**src/rtl/sdram_tester_pkg.sv**
```systemverilog
// Shared types and constants for the SDRAM pattern tester: FSM states, pattern
// mode codes, LFSR tap masks and the base seed.
package sdram_tester_pkg;

  typedef enum logic [2:0] {
    ST_IDLE,
    ST_WRITE,
    ST_GAP,
    ST_READ,
    ST_DRAIN,
    ST_CHECKED,
    ST_DONE
  } state_t;

  localparam logic [1:0] MODE_ADDR  = 2'd0;
  localparam logic [1:0] MODE_NADDR = 2'd1;
  localparam logic [1:0] MODE_WALK  = 2'd2;
  localparam logic [1:0] MODE_LFSR  = 2'd3;

  localparam logic [15:0] BASE_SEED = 16'hACE1;

  // Right-shift Galois masks; common widths are maximal-length.
  function automatic logic [63:0] lfsr_taps(input int dw);
    case (dw)
      8:       return 64'h0000_0000_0000_00B8;
      16:      return 64'h0000_0000_0000_B400;
      24:      return 64'h0000_0000_00E1_0000;
      32:      return 64'h0000_0000_A300_0000;
      64:      return 64'hD800_0000_0000_0000;
      default: return (64'd1 << (dw - 1)) | (64'd1 << (dw - 2));
    endcase
  endfunction

  // Narrow data widths get the 16-bit seed XOR-folded onto DW bits.
  function automatic logic [63:0] fold_seed(input int dw);
    logic [63:0] s;
    s = '0;
    for (int i = 0; i < 16; i++) s[i % dw] = s[i % dw] ^ BASE_SEED[i];
    return s;
  endfunction

endpackage

```
**src/rtl/sdram_pattern_gen.sv**
```systemverilog
// Pattern word generator: address-derived patterns are combinational, the LFSR
// pattern advances one state per step and restarts from seed on load.
module sdram_pattern_gen
  import sdram_tester_pkg::*;
#(
  parameter int DW = 16,
  parameter int AW = 10
) (
  input  logic          clk,
  input  logic          rst,
  input  logic          load,
  input  logic          step,
  input  logic [DW-1:0] seed,
  input  logic [AW-1:0] addr,
  input  logic [1:0]    mode,
  output logic [DW-1:0] word
);

  localparam logic [DW-1:0] TAPS  = DW'(lfsr_taps(DW));
  localparam logic [DW-1:0] SEED0 = DW'(fold_seed(DW));

  logic [DW-1:0] lfsr_q;

  // An all-zero seed would lock the LFSR, so it is replaced by 1.
  always_ff @(posedge clk) begin
    if (rst) begin
      lfsr_q <= SEED0;
    end else if (load) begin
      lfsr_q <= (seed == '0) ? DW'(1) : seed;
    end else if (step) begin
      lfsr_q <= (lfsr_q >> 1) ^ (lfsr_q[0] ? TAPS : '0);
    end
  end

  always_comb begin
    word = '0;
    case (mode)
      MODE_ADDR:  word = DW'(addr);
      MODE_NADDR: word = ~DW'(addr);
      MODE_WALK:  word = DW'(1) << (int'(addr) % DW);
      default:    word = lfsr_q;
    endcase
  end

endmodule

```
**src/rtl/sdram_pattern_tester.sv**
```systemverilog
// SDRAM FIFO self-test engine: write DEPTH pattern words, wait, read back and
// compare. Optional first-failure log enabled by SDRAM_TESTER_ERRLOG_EN.
module sdram_pattern_tester
  import sdram_tester_pkg::*;
#(
  parameter  int DW      = 16,
  parameter  int DEPTH   = 1024,
  parameter  int RD_LAT  = 1,
  parameter  int GAP_CYC = 256,
  parameter  int ERRW    = 16,
  localparam int AW      = $clog2(DEPTH)
) (
  input  logic            iCLK,
  input  logic            iRST,
  input  logic            iSTART,
  input  logic [1:0]      iMODE,
  input  logic            iLOOP,
  input  logic            iWR_FULL,
  input  logic            iRD_EMPTY,
  output logic            oWRITE,
  output logic [DW-1:0]   oWRITEDATA,
  output logic            oREAD,
  input  logic [DW-1:0]   iREADDATA,
  output logic            oBUSY,
  output logic            oDONE,
  output logic            oPASS,
  output logic            oFAIL,
  output logic [ERRW-1:0] oERR_CNT,
  output logic [15:0]     oPASS_CNT,
`ifdef SDRAM_TESTER_ERRLOG_EN
  output logic [AW-1:0]   oFAIL_ADDR,
  output logic [DW-1:0]   oFAIL_EXP,
  output logic [DW-1:0]   oFAIL_GOT,
`endif
  output state_t          dbg_state
);

  localparam int GW = $clog2(GAP_CYC + 1);
  localparam logic [DW-1:0] SEED0 = DW'(fold_seed(DW));

  state_t          state_q, state_d;
  logic [AW-1:0]   addr_q;
  logic [GW-1:0]   gap_q;
  logic [2:0]      drain_q;
  logic [1:0]      mode_q;
  logic            loop_q;
  logic [DW-1:0]   seed_q, seed_d;
  logic            start_ok, last_addr, wr_load, rd_load, mismatch;
  logic [DW-1:0]   wr_word, exp_word;
  logic [DW-1:0]   exp_pipe [RD_LAT];
  logic            vld_pipe [RD_LAT];
  logic            pass_q, fail_q;
  logic [ERRW-1:0] err_q;
  logic [15:0]     pcnt_q;

  // Handshake: oWRITE/oREAD are valid strobes and !iWR_FULL/!iRD_EMPTY are the
  // matching ready; ready is folded in combinationally, so each high strobe
  // cycle is exactly one transferred word.
  assign oWRITE     = (state_q == ST_WRITE) && !iWR_FULL;
  assign oREAD      = (state_q == ST_READ) && !iRD_EMPTY;
  assign oWRITEDATA = (state_q == ST_WRITE) ? wr_word : '0;
  assign oBUSY      = (state_q != ST_IDLE) && (state_q != ST_DONE);
  assign oDONE      = (state_q == ST_DONE);
  assign oPASS      = pass_q;
  assign oFAIL      = fail_q;
  assign oERR_CNT   = err_q;
  assign oPASS_CNT  = pcnt_q;
  assign dbg_state  = state_q;

  assign start_ok  = iSTART && ((state_q == ST_IDLE) || (state_q == ST_DONE));
  assign last_addr = (addr_q == AW'(DEPTH - 1));
  assign mismatch  = vld_pipe[RD_LAT-1] && (exp_pipe[RD_LAT-1] != iREADDATA);

  always_comb begin
    state_d = state_q;
    seed_d  = seed_q;
    wr_load = 1'b0;
    rd_load = 1'b0;
    case (state_q)
      ST_IDLE, ST_DONE: if (iSTART) begin
        state_d = ST_WRITE;
        seed_d  = SEED0;
        wr_load = 1'b1;
      end
      ST_WRITE: if (oWRITE && last_addr) state_d = ST_GAP;
      ST_GAP: if (gap_q == GW'(GAP_CYC - 1)) begin
        state_d = ST_READ;
        rd_load = 1'b1;
      end
      ST_READ:  if (oREAD && last_addr) state_d = ST_DRAIN;
      ST_DRAIN: if (drain_q == 3'(RD_LAT - 1)) state_d = ST_CHECKED;
      ST_CHECKED: if (loop_q) begin
        state_d = ST_WRITE;
        seed_d  = seed_q + DW'(1);
        wr_load = 1'b1;
      end else begin
        state_d = ST_DONE;
      end
      default: state_d = ST_IDLE;
    endcase
  end

  always_ff @(posedge iCLK) begin
    if (iRST) begin
      state_q <= ST_IDLE;
      addr_q  <= '0;
      gap_q   <= '0;
      drain_q <= '0;
      mode_q  <= '0;
      loop_q  <= 1'b0;
      seed_q  <= SEED0;
    end else begin
      state_q <= state_d;
      seed_q  <= seed_d;
      if (start_ok) begin
        mode_q <= iMODE;
        loop_q <= iLOOP;
      end
      // Every phase change restarts the word address at zero.
      if (state_d != state_q) addr_q <= '0;
      else if (oWRITE || oREAD) addr_q <= addr_q + AW'(1);
      gap_q   <= (state_q == ST_GAP) ? gap_q + GW'(1) : '0;
      drain_q <= (state_q == ST_DRAIN) ? drain_q + 3'd1 : '0;
    end
  end

  sdram_pattern_gen #(.DW(DW), .AW(AW)) u_wr_gen (
    .clk  (iCLK),
    .rst  (iRST),
    .load (wr_load),
    .step (oWRITE),
    .seed (seed_d),
    .addr (addr_q),
    .mode (mode_q),
    .word (wr_word)
  );

  sdram_pattern_gen #(.DW(DW), .AW(AW)) u_exp_gen (
    .clk  (iCLK),
    .rst  (iRST),
    .load (rd_load),
    .step (oREAD),
    .seed (seed_q),
    .addr (addr_q),
    .mode (mode_q),
    .word (exp_word)
  );

  // Expected word travels alongside the read so the tap lines up with iREADDATA.
  always_ff @(posedge iCLK) begin
    if (iRST) begin
      for (int i = 0; i < RD_LAT; i++) begin
        exp_pipe[i] <= '0;
        vld_pipe[i] <= 1'b0;
      end
      pass_q <= 1'b0;
      fail_q <= 1'b0;
      err_q  <= '0;
      pcnt_q <= '0;
    end else begin
      for (int i = RD_LAT - 1; i > 0; i--) begin
        exp_pipe[i] <= exp_pipe[i-1];
        vld_pipe[i] <= vld_pipe[i-1];
      end
      exp_pipe[0] <= exp_word;
      vld_pipe[0] <= oREAD;
      if (start_ok) begin
        pass_q <= 1'b0;
        fail_q <= 1'b0;
        err_q  <= '0;
        pcnt_q <= '0;
      end else begin
        if (mismatch) begin
          fail_q <= 1'b1;
          if (err_q != '1) err_q <= err_q + ERRW'(1);
        end
        if (state_q == ST_CHECKED) begin
          pass_q <= !fail_q;
          pcnt_q <= pcnt_q + 16'd1;
        end
      end
    end
  end

`ifdef SDRAM_TESTER_ERRLOG_EN
  logic [AW-1:0] addr_pipe [RD_LAT];

  always_ff @(posedge iCLK) begin
    if (iRST) begin
      for (int i = 0; i < RD_LAT; i++) addr_pipe[i] <= '0;
      oFAIL_ADDR <= '0;
      oFAIL_EXP  <= '0;
      oFAIL_GOT  <= '0;
    end else begin
      for (int i = RD_LAT - 1; i > 0; i--) addr_pipe[i] <= addr_pipe[i-1];
      addr_pipe[0] <= addr_q;
      if (start_ok) begin
        oFAIL_ADDR <= '0;
        oFAIL_EXP  <= '0;
        oFAIL_GOT  <= '0;
      end else if (mismatch && !fail_q) begin
        oFAIL_ADDR <= addr_pipe[RD_LAT-1];
        oFAIL_EXP  <= exp_pipe[RD_LAT-1];
        oFAIL_GOT  <= iREADDATA;
      end
    end
  end
`else
  // Without the log, mismatches only feed oFAIL and oERR_CNT.
`endif

endmodule

```
**config.mk**
```make
export PLATFORM = sky130hd
export DESIGN_NAME = sdram_pattern_tester
export DESIGN_NICKNAME = d
export VERILOG_FILES = /design/src/rtl/sdram_tester_pkg.sv /design/src/rtl/sdram_pattern_gen.sv /design/src/rtl/sdram_pattern_tester.sv
export SDC_FILE = /design/constraint.sdc
export NUM_CORES = 1
export LEC_CHECK = 0
export BUFFER_PORTS_ARGS = -buffer_cell sky130_fd_sc_hd__buf_2
export CORE_MARGIN = 3
export CORE_UTILIZATION = 46
export CTS_BUF_LIST = sky130_fd_sc_hd__clkbuf_4 sky130_fd_sc_hd__clkbuf_8
export DETAILED_ROUTE_END_ITERATION = 16
export PLACE_DENSITY = 0.66
export SLEW_MARGIN = 20
export SYNTH_ARGS = -nofsm -noshare
export SYNTH_HDL_FRONTEND = slang
export SYNTH_SLANG_ARGS = --single-unit
```
**constraint.sdc**
```tcl
create_clock -name iCLK -period 4.2 [get_ports iCLK]
set_clock_uncertainty 0.05 [all_clocks]
set_input_delay 0.42 -clock iCLK [delete_from_list [all_inputs] [get_ports iCLK]]
set_output_delay 0.42 -clock iCLK [all_outputs]
set_load 0.03 [all_outputs]
```
# ---- Word level (Yosys, flattened, before mapping)
# Memories as Yosys holds them, arrays and structs flattened.
# Cells that the tools add are included.
dict set report totals {
  output_inout_bits 57
  elab_cells 102
  ramBits 17
  reg_bits 110
  n_memories 2
}
dict set report classes {
  n_bitwise 5
  muxes 33
  add_sub_neg 6
  n_eq_ne 14
  n_shift 1
  n_reduce_logical 28
}
# name depth word_bits read_ports rd_clocked_by_memory_dff write_ports line
set mem_list {}
lappend mem_list {exp_pipe 1 16 1 0 1 sdram_pattern_tester.sv:50} ;# logic [DW-1:0] exp_pipe [RD_LAT];
lappend mem_list {vld_pipe 1 1 1 0 1 sdram_pattern_tester.sv:51} ;# logic vld_pipe [RD_LAT];
# cell n
set ops {}
lappend ops {{2-to-1 mux 16 bit} 12}
lappend ops {{one-hot mux 16 bit (3 select lines)} 2}
lappend ops {{adder 16 x 1 -> 16 bit (second input constant)} 3}
lappend ops {{zero test 16 bit} 2}
lappend ops {{one-hot mux 16 bit (2 select lines)} 1}
lappend ops {{bitwise XOR 15 x 16 -> 16 bit} 2}
lappend ops {{2-to-1 mux 3 bit} 6}
lappend ops {{one-hot mux 3 bit (6 select lines)} 1}
lappend ops {{!= test 16 bit} 1}
lappend ops {{!= test 16 bit (second input constant)} 1}
lappend ops {{inverter 10 -> 16 bit} 1}
lappend ops {{OR reduction 16 bit} 1}
lappend ops {{<< shifter 1 x 4 -> 16 bit (first input constant)} 1}
lappend ops {{adder 10 x 1 -> 10 bit (second input constant)} 1}
lappend ops {{equality test 10 bit (second input constant)} 1}
lappend ops {{2-to-1 mux 1 bit} 10}
lappend ops {{OR reduction 2 bit} 5}
lappend ops {{adder 9 x 1 -> 9 bit (second input constant)} 1}
lappend ops {{equality test 3 bit (second input constant)} 3}
lappend ops {{equality test 9 x 8 -> 1 bit (second input constant)} 1}
lappend ops {{logical AND 1 bit} 7}
lappend ops {{equality test 3 x 2 -> 1 bit (second input constant)} 2}
lappend ops {{zero test 3 bit} 2}
lappend ops {{nonzero test 2 bit} 2}
lappend ops {{other kinds (14)} 18}

# ---- Depth between registers and ports, before layout
# Gate-level depths: netlist of the first run.
dict set report logic_depth {
  ltp_word 7
  mapped_depth 10
  mapped_depth_nobuf 9
}

# ---- Hierarchy
# Synthesis of the first run repeated with hierarchy kept, for this count alone.
dict set report unflattened {
  cells_unflattened 858
  hier_area_um2 7129.3
}
# mod area_each_um2 instances cells_each seq_area_each_um2
set by_module_without_submodules {}
lappend by_module_without_submodules {sdram_pattern_tester 4506.8 1 540 1901.8}
lappend by_module_without_submodules {sdram_pattern_gen 1311.3 2 159 320.3}

# ---- Least setup slack after synthesis of the first run
# Ideal clock, no wire load.
dict set report synth_path {
  kind {reg2out}
  startpoint {reg state_q[0], in the netlist dbg_state[0]}
  endpoint {out oWRITEDATA[10]}
  slack_ps 1941
  stages_incl_launch_ff 5
  required_time_ps 3730
  arrival_ps 1789
  cell_sequence {dfxtp_1 or3b_1 buf_2 buf_1 a21oi_1}
}
dict set report synth_between {
  elab_chain_len 2
}
# item line
set synth_lines {}
lappend synth_lines {{from (decl)} sdram_pattern_tester.sv:41} ;# state_t state_q, state_d;
lappend synth_lines {{from (signal assigned)} sdram_pattern_tester.sv:113} ;# state_q <= state_d;
lappend synth_lines {{equality test 3 x 1 -> 1 bit} sdram_pattern_tester.sv:61} ;# assign oWRITEDATA = (state_q == ST_WRITE) ? wr_word : '0;
lappend synth_lines {{2-to-1 mux 16 bit} sdram_pattern_tester.sv:61}
lappend synth_lines {{to (decl)} sdram_pattern_tester.sv:21} ;# output logic [DW-1:0] oWRITEDATA,
# Every way passes these cells.

# ---- Final worst setup path of the first run
dict set report layout_path {
  startpoint {reg state_q[2], in the netlist dbg_state[2]}
  endpoint {out oREAD}
}
dict set report layout_between {
  elab_chain_len 2
}
# item line
set layout_lines {}
lappend layout_lines {{equality test 3 x 2 -> 1 bit} sdram_pattern_tester.sv:60} ;# assign oREAD = (state_q == ST_READ) && !iRD_EMPTY;
lappend layout_lines {{logical AND 1 bit} sdram_pattern_tester.sv:60}
lappend layout_lines {{to (decl)} sdram_pattern_tester.sv:22} ;# output logic oREAD,
# Every way passes these cells.

==> run metrics, run 1 <==
status=finished clean; Syn Nets=842; #FFs+latches synth=127; Clock Path Buffers=2; worst-skew pair later-pin latency=450 ps; worst slew pin tran=1051 ps; CTS resizes=0; Top FF cell, synth=dfxtp_1; library cells used by synthesis=69; xor/xnor share of the synthesized area=10.36%; number of post-CTS setup repair buffers=0; critical path cell sequence=or3_1 > clkinv_1 > buf_2; Ant. Diodes=0; R2R Path Start=dbg_state[1]$_SDFF_PP0_; Synth async-reset ratio=0%; CTS Sinks=127; Synth Area in Simple Gates=25.82%; Core Rows=42; vias per inst=5.665; final setup vio count=0; nets@finish=892; DIE AREA=15610 um2; most common cell after layout, fill and taps aside=dfxtp_1; die width=125.0 um; post-route ant nets=0; CP startpoint kind=flip-flop; vias in the first global route=5701; # IOs=81; Final Hold Fails=0; final period utilization=76.60%; CP endpoint kind=primary output; Clock Pin Slew Worst Setup and Hold Paths=70 ps; core area=13560 um2; PortBufs=80; worst path bufs/invs=2; H-tree levels=4; Vias=5909; total power=0.002666 W; Residual DRC=0; combinational family with the most area after synthesis=simple AND/OR/NAND/NOR gates; family with the most delay on the worst path=buffers and inverters; Cell Area, Synth=6509 um2; maximum VDD drop=0.0002356 V; RSZ-0062 raised after global routing=no; Pre-antenna DRT Iters=5; hold buffer count at CTS=0; commonest cells after routing, fill and taps aside=dfxtp_1, nor2_1, nand2_1; slowest library cell on the worst path=dfxtp_1; initial antenna violation count=0; Worst EP required=3730 ps; CP Class=flip-flop to primary output; Seq/Total Area, Yosys=39.06%; switch share=24.49%; Root Buffer=clkbuf_8; DRT iter0 DRCs=587; Clk pwr share=46.0%; Seq pwr share=47.0%; max_cap viols=0; Hold Startpoint=iLOOP; GRT Overall Usage=22.46%; overflow left after global routing=0; first-pass GRT wire length=28610 um; Post-Route WL=17630 um; slew margin rel.=29.86%; layout cells sized above 1=16.03%; CTS tree=built; DR WL/cell=16.90 um; setup TNS=0 ps; fmax=310.8 MHz; Synth Area in Adders=2.691%; slowest cell delay on critical path=670 ps; Die Y=125.0 um; Num CTS Buffers=17; mux cell area share after synthesis=0.8458%; Pleak=2.870 nW; post-synthesis area per instance=8.095 um2; Synth Area in Compound Gates=16.30%; EDFF count, synth=0; Critical Path AT=2750 ps; switching power=0.0006530 W; max-slew violations=0; P_int=0.002013 W; Final Critical Period=3217 ps; hpwl dp=12900 um; PD cells=360.7 nW/um2; Area growth syn-to-layout=13.55%; CP Launch Point=dbg_state[2]$_SDFF_PP0_; initial core utilization=48.01%; class of the worst hold path=input pin to flip-flop; filler cell count=1308; Yosys warnings=0; Cells after Synth=804; gpl congestion=0.9349; Logic pwr share=7.0%; crit-path max FO=18; largest net degree at the start of global routing=74
==> cells by family (layout without fill, tap and decap cells) <==
group | after synthesis | after routing
and+or+nand+nor | 344 | 344
AOI/OAI and AO/OA | 162 | 162
DFF | 127 | 127
xor gates and xnor gates | 77 | 77
buffers and inverters | 75 | 138
adders and majority gates | 14 | 14
muxes | 5 | 5
==> flip-flops by register name, indices dropped and copies added, names as in the netlist, 9 cells and up <==
| signal | cells |
|---|---|
| addr_q | 10 |
| exp_pipe | 16 |
| gap_q | 9 |
| oERR_CNT | 16 |
| oPASS_CNT | 16 |
| seed_q | 16 |
| u_exp_gen.lfsr_q | 16 |
| u_wr_gen.lfsr_q | 16 |
==> worst reg2reg max path, delay by kind of cell (launching register included) <==
kind	cells	cell delay, ps
DFF	1	670
buffers and inverters	1	350
and+or+nand+nor	3	1240
xor gates and xnor gates	1	360
==> cell usage after synthesis (all sizes together), types with 3 or more instances <==
| cell | instances | area share [%] |
|---|---|---|
| a31oi | 11 | 1.1 |
| xnor2 | 41 | 5.5 |
| a41o | 3 | 0.46 |
| nand2b | 11 | 1.1 |
| clkbuf | 29 | 1.7 |
| a221oi | 7 | 0.94 |
| nand2 | 93 | 5.5 |
| mux2i | 4 | 0.62 |
| buf | 26 | 2.1 |
| nor4 | 15 | 1.7 |
| or3 | 9 | 0.86 |
| o22ai | 4 | 0.38 |
| inv | 18 | 1.0 |
| a22oi | 9 | 1.0 |
| or4 | 3 | 0.40 |
| ha | 14 | 2.7 |
| o21ai | 38 | 3.0 |
| nand3 | 35 | 2.7 |
| a211oi | 4 | 0.46 |
| and2 | 3 | 0.29 |
| nor3 | 18 | 1.5 |
| dfxtp | 127 | 39 |
| a211o | 3 | 0.40 |
| and4 | 6 | 0.85 |
| a2111oi | 5 | 1.2 |
| nor2 | 103 | 5.9 |
| or2 | 5 | 0.52 |
| a311oi | 3 | 0.40 |
| a21oi | 56 | 4.3 |
| nor4b | 3 | 0.40 |
| xor2 | 36 | 4.8 |
| nand4 | 19 | 1.8 |
| and3 | 10 | 0.96 |
==> per-stage QoR <==
stage          hold slack, ps  worst slack (ps)  util [%]  area [um2]  cells
3_3_place_gp            374.0              1537     51.11        6929   1011
4_1_cts                 133.2              1028     54.51        7391   1043
5_1_grt                 152.6             766.4     54.51        7391   1043
6_report                162.9             982.8     54.51        7391   1043
2_1_floorplan           363.2              1941         -        6509    804
3_5_place_dp            387.8              1409     51.11        6929   1011
==> area by class of cell <==
type / instances / area (um2) / share of cell area (%)
inverter: 20 / 75.07 / 1.016
multi-input combinational: 602 / 3646 / 49.33
clock inverter: 14 / 214.0 / 2.895
tap: 176 / 220.2 / 2.980
clock buffer: 18 / 247.7 / 3.352
sequential: 127 / 2542 / 34.40
timing repair buffer: 86 / 445.4 / 6.027
==> routing by layer <==
metal / part of all wire, % / GRT usage, % / routed length, um
met1: 46 / 30.61 / 8098
met2: 46 / 35.56 / 8197
met3: 6.1 / 4.947 / 1078
met4: 1.5 / 7.462 / 256
met5: 0 / 0 / 0
==> path summary, 6_finish.rpt <==
kind                           end  slack, ps  depth (start not counted)
max                          oREAD        980                          3
min            loop_q$_SDFFE_PP0P_        160                          3
max reg2reg  seed_q[11]$_SDFF_PP1_       1410                          5
min reg2reg  drain_q[0]$_SDFF_PP0_        400                          1
==> power groups by stage <==
stage	sequential (W)	combinational [W]	clock [W]
2_1_floorplan	0.00127	0.000141	0
3_3_place_gp	0.00128	0.000182	0
3_5_place_dp	0.00128	0.000184	0
4_1_cts	0.00125	0.000185	0.00125
5_1_grt	0.00126	0.000205	0.00131
6_report	0.00125	0.000187	0.00123
(Power assumes the default switching activity.)
==> inputs of run 2 (changes only) <==
- PLACE_DENSITY: 0.66 -> 0.68
- clock period: 4.2 -> 2.93 ns (I/O delays scaled with it)
==> run metrics, run 2 (synthesis gave the netlist of run 1 again) <==
status=finished clean; Worst path depth=5; Clock Pin Slew Worst Setup and Hold Paths=70 ps; max-slew violations=0; GRT Overall Usage=21.26%; Pre-antenna DRT Iters=5; slowest cell delay on critical path=600 ps; family with the most delay on the worst path=buffers and inverters; Vias=5852; initial core utilization=48.01%; Worst EP required=2590 ps; maximum VDD drop=0.0002921 V; slowest library cell on the worst path=nor4_1; layout cells sized above 1=17.12%; Die Y=125.0 um; RSZ-0062 raised after global routing=no; final period utilization=95.13%; initial antenna violation count=0; setup slack, reg-to-reg=420 ps; slew margin rel.=49.51%; DR WL/cell=16.18 um; Core Rows=42; Root Buffer=clkbuf_8; DRT iter0 DRCs=645; core area=13560 um2; Area growth syn-to-layout=13.71%; die width=125.0 um; post-route ant nets=0; pre-CTS setup slack=472.7 ps; CTS Sinks=127; hold buffer count at CTS=0; switching power=0.0009278 W; worst slew pin tran=756.3 ps; switch share=26.07%; max_cap viols=0; crit path capture=oWRITEDATA[9]; Num CTS Buffers=17; largest net degree at the start of global routing=34; Worst R2R Path Depth=7; Seq pwr share=50.4%; class of the worst hold path=input pin to flip-flop; final setup vio count=0; Critical Path AT=2440 ps; DIE AREA=15610 um2; PortBufs=80; vias in the first global route=5279; CP endpoint kind=primary output; most common cell after layout, fill and taps aside=dfxtp_1; setup TNS=0 ps; worst-skew pair later-pin latency=450 ps; worst path bufs/invs=2; first-pass GRT wire length=27020 um; CP Launch Point=mode_q[1]$_SDFFE_PP0P_; vias per inst=5.563; H-tree levels=4; number of post-CTS setup repair buffers=0; # IOs=81; Ant. Diodes=0; crit-path max FO=16; Residual DRC=0; Pleak=2.875 nW; Setup WS post-layout=142.7 ps; CP Class=flip-flop to primary output; hpwl dp=12420 um; overflow left after global routing=0; Final Critical Period=2787 ps; Logic pwr share=7.8%; Post-Route WL=17020 um; R2R Path Start=dbg_state[2]$_SDFF_PP0_; Final Hold Fails=0; Critical R2R Capture=u_wr_gen.lfsr_q[0]$_SDFFE_PP1P_; Clock Path Buffers=2; nets@finish=901; P_int=0.002631 W; critical path cell sequence=clkinv_1 > nor4_1 > a22oi_1 > a21oi_1 > buf_2; CP startpoint kind=flip-flop; commonest cells after routing, fill and taps aside=dfxtp_1, nor2_1, nand2_1; Clk pwr share=41.8%; gpl congestion=0.9367; PD cells=480.8 nW/um2; fmax=358.8 MHz; CTS tree=built
==> run 2: how the worst min path moves through the flow <==
stage	depth (start not counted)	endpoint	slack, ps	start
after floorplan	1	gap_q[0]$_SDFF_PP0_	360	gap_q[0]$_SDFF_PP0_
after global placement	1	gap_q[0]$_SDFF_PP0_	380	gap_q[0]$_SDFF_PP0_
after detailed placement	1	gap_q[0]$_SDFF_PP0_	390	gap_q[0]$_SDFF_PP0_
after CTS	3	loop_q$_SDFFE_PP0P_	30	iLOOP
after global routing	3	mode_q[1]$_SDFFE_PP0P_	60	iMODE[1]
final	3	loop_q$_SDFFE_PP0P_	50	iLOOP
==> run 2: layout make-up <==
cell class	count	area [um2]
Clock inverter	14	143.9
Multi-Input combinational cell	602	3659
Tap cell	176	220.2
Sequential cell	127	2542
Timing Repair Buffer	95	513.0
Inverter	20	75.07
Clock buffer	18	247.7
Fill cell	1299	6157
==> run 2: power by group through the flow <==
stage,Combinational [W],Sequential (W),Clock [W]
finish,0.000279,0.00179,0.00149
CTS,0.000277,0.00179,0.00152
detailed placement,0.000276,0.00183,0
floorplan,0.000202,0.00182,0
global route,0.000306,0.00180,0.00159
global placement,0.000274,0.00183,0
==> run 2: timing repair <==
action                                 4_1_cts  5_1_grt
gates resized for setup                      0        2
setup endpoints to repair                    0        1
endpoints found under the hold margin        0        0
==> run 2: routing by layer <==
layer | part of all wire, % | wire length (um) | track usage, % | vias up
met5 | 0 | 0 | 0 | -
met4 | 2.7 | 456 | 9.184 | 0
met3 | 6.8 | 1154 | 5.117 | 35
met2 | 45 | 7606 | 31.97 | 196
met1 | 46 | 7800 | 29.24 | 2676
li1 | - | - | - | 2945
==> run 2: worst min-delay path, stage by stage <==
cell     delay [ps]
buf_2           110
nand2_1          50
a21oi_1          50
==> run 2: stage by stage <==
stage	std cells	cell area, um2	total power [W]	hold slack [ps]	util, %
4_1_cts	1052	7388	0.003586	28.32	54.49
3_3_place_gp	1020	6997	0.002105	377.1	51.61
5_1_grt	1052	7401	0.003694	61.52	54.59
3_5_place_dp	1020	6997	0.002107	387.7	51.61
2_1_floorplan	804	6509	0.002018	363.2	-
6_report	1052	7401	0.003559	52.41	54.59
==> inputs of run 3 (changes only) <==
- clock period: 2.93 -> 2.4 ns (I/O delays scaled with it)
==> run metrics, run 3 (synthesis gave the netlist of run 1 again) <==
Post-Place Cells=1040; max_cap viols=0; overflow left after global routing=0; worst path bufs/invs=2; max-slew violations=0; Area growth syn-to-layout=18.80%; initial core utilization=48.01%; Post-Route WL=17250 um; H-tree levels=4; CTS tree=built; Critical Path AT=2080 ps; post-route cell area=7732 um2; CTS Sinks=127; slowest library cell on the worst path=a22oi_1; Clock Pin Slew Worst Setup and Hold Paths=70 ps; total power=0.004707 W; DR WL/cell=16.03 um; slew margin rel.=61.22%; DRT iter0 DRCs=440; hpwl dp=12750 um; Clock Path Buffers=2; nets@finish=925; Root Buffer=clkbuf_8; Pre-antenna DRT Iters=5; class of the worst hold path=input pin to flip-flop; Worst EP required=2110 ps; fmax=422.6 MHz; CP Class=flip-flop to primary output; vias per inst=5.545; # IOs=81; core area=13560 um2; worst-skew pair later-pin latency=450 ps; DIE AREA=15610 um2; post-route ant nets=0; largest net degree at the start of global routing=29; first-pass GRT wire length=28050 um; gpl congestion=0.9580; PD cells=608.7 nW/um2; R2R Path Start=seed_q[0]$_SDFF_PP1_; Num CTS Buffers=17; Min-Delay Path Depth=3; CP startpoint kind=flip-flop; slowest cell delay on critical path=440 ps; crit-path max FO=5; family with the most delay on the worst path=compound AO/OA/AOI/OAI gates; final non-filler cell total=1076; maximum VDD drop=0.0005003 V; Residual DRC=0; hold endpoint=loop_q$_SDFFE_PP0P_; cell area after placement=7147 um2; commonest cells after routing, fill and taps aside=dfxtp_1, nor2_1, nand2_1; Final Hold Fails=0; initial antenna violation count=0; layout cells sized above 1=20.67%; vias in the first global route=5526; final setup vio count=0; Worst R2R Path Depth=7; Die Y=125.0 um; setup slack, reg-to-reg=120 ps; status=finished clean; Ant. Diodes=0; Final Critical Period=2366 ps; PortBufs=80; worst slew pin tran=581.7 ps; Vias=5966; CP endpoint kind=primary output; final period utilization=98.59%; RSZ-0062 raised after global routing=yes; critical path cell sequence=inv_1 > ha_1 > a22oi_1 > a21oi_1 > buf_2; Critical R2R Capture=u_wr_gen.lfsr_q[0]$_SDFFE_PP1P_; Hold Startpoint=iLOOP; Core Rows=42; GRT Overall Usage=21.84%; most common cell after layout, fill and taps aside=dfxtp_1; die width=125.0 um; Pleak=3.049 nW
run 3: cell types whose count changed in the layout (fill, tap and decap cells not counted), sizes merged:
cell,previous run,this run
buf,95,115
bufinv,2,5
clkbuf,18,23
clkinv,9,5
clkinvlp,5,2
dlygate4sd3,0,2
inv,18,19
run 3: per-stage QoR:
stage / util, % / TNS (ps) / setup WS, ps / hold WS, ps
floorplan: - / 0 / 232.3 / 326.0
global placement: 52.71 / 0 / 201.7 / 374.2
detailed placement: 52.71 / 0 / 172.8 / 382.7
CTS: 56.46 / 0 / 12.34 / 16.10
global route: 57.03 / -91.63 / -35.98 / 41.24
finish: 57.03 / 0 / 33.83 / 44.53
run 3: timing repair:
item	in CTS	in global routing
buffers inserted	0	2
hold buffers	2	0
endpoints found under the setup margin	16	16
resized for setup	9	15
endpoints found under the hold margin	2	0
run 3: layer usage:
metal	global-route usage, %	up-vias	routed length [um]
li1	-	2996	-
met1	29.44	2772	8036
met2	35.08	175	7933
met3	5.288	23	1010
met4	6.314	0	268
met5	0	-	0
run 3: worst min-delay path, stage by stage:
cell and delay (ps):
buf_2 110, nand2_1 70, a21oi_1 60
run 3: report_power, final:
part | internal [W] | switching (W) | total, W
Combinational | 0.000142 | 0.000227 | 0.000368
Sequential | 0.00215 | 0.0000410 | 0.00219
Clock | 0.00131 | 0.000843 | 0.00215
run 3: how the worst max path moves through the flow:
| stage | startpoint | to | slack, ps | cells after the start |
|---|---|---|---|---|
| 2_1_floorplan | dbg_state[1]$_SDFF_PP0_ | addr_q[7]$_SDFFE_PP0P_ | 230 | 8 |
| 4_1_cts | addr_q[1]$_SDFFE_PP0P_ | oWRITEDATA[3] | 10 | 7 |
| 3_3_place_gp | seed_q[0]$_SDFF_PP1_ | u_wr_gen.lfsr_q[0]$_SDFFE_PP1P_ | 200 | 7 |
| 3_5_place_dp | seed_q[0]$_SDFF_PP1_ | u_wr_gen.lfsr_q[0]$_SDFFE_PP1P_ | 170 | 7 |
| 6_report | addr_q[0]$_SDFFE_PP0P_ | oWRITEDATA[2] | 30 | 5 |
| 5_1_grt | addr_q[0]$_SDFFE_PP0P_ | oWRITEDATA[3] | -40 | 7 |
run 3: area by class of cell:
cell class              count  area, um2
clock inverters            11      186.4
multi-input cells         602       3710
fillers                  1322       5826
inverters                  20      81.33
well taps                 176      220.2
clock buffers              21      276.5
flip-flops and latches    127       2551
repair buffers            119      706.9
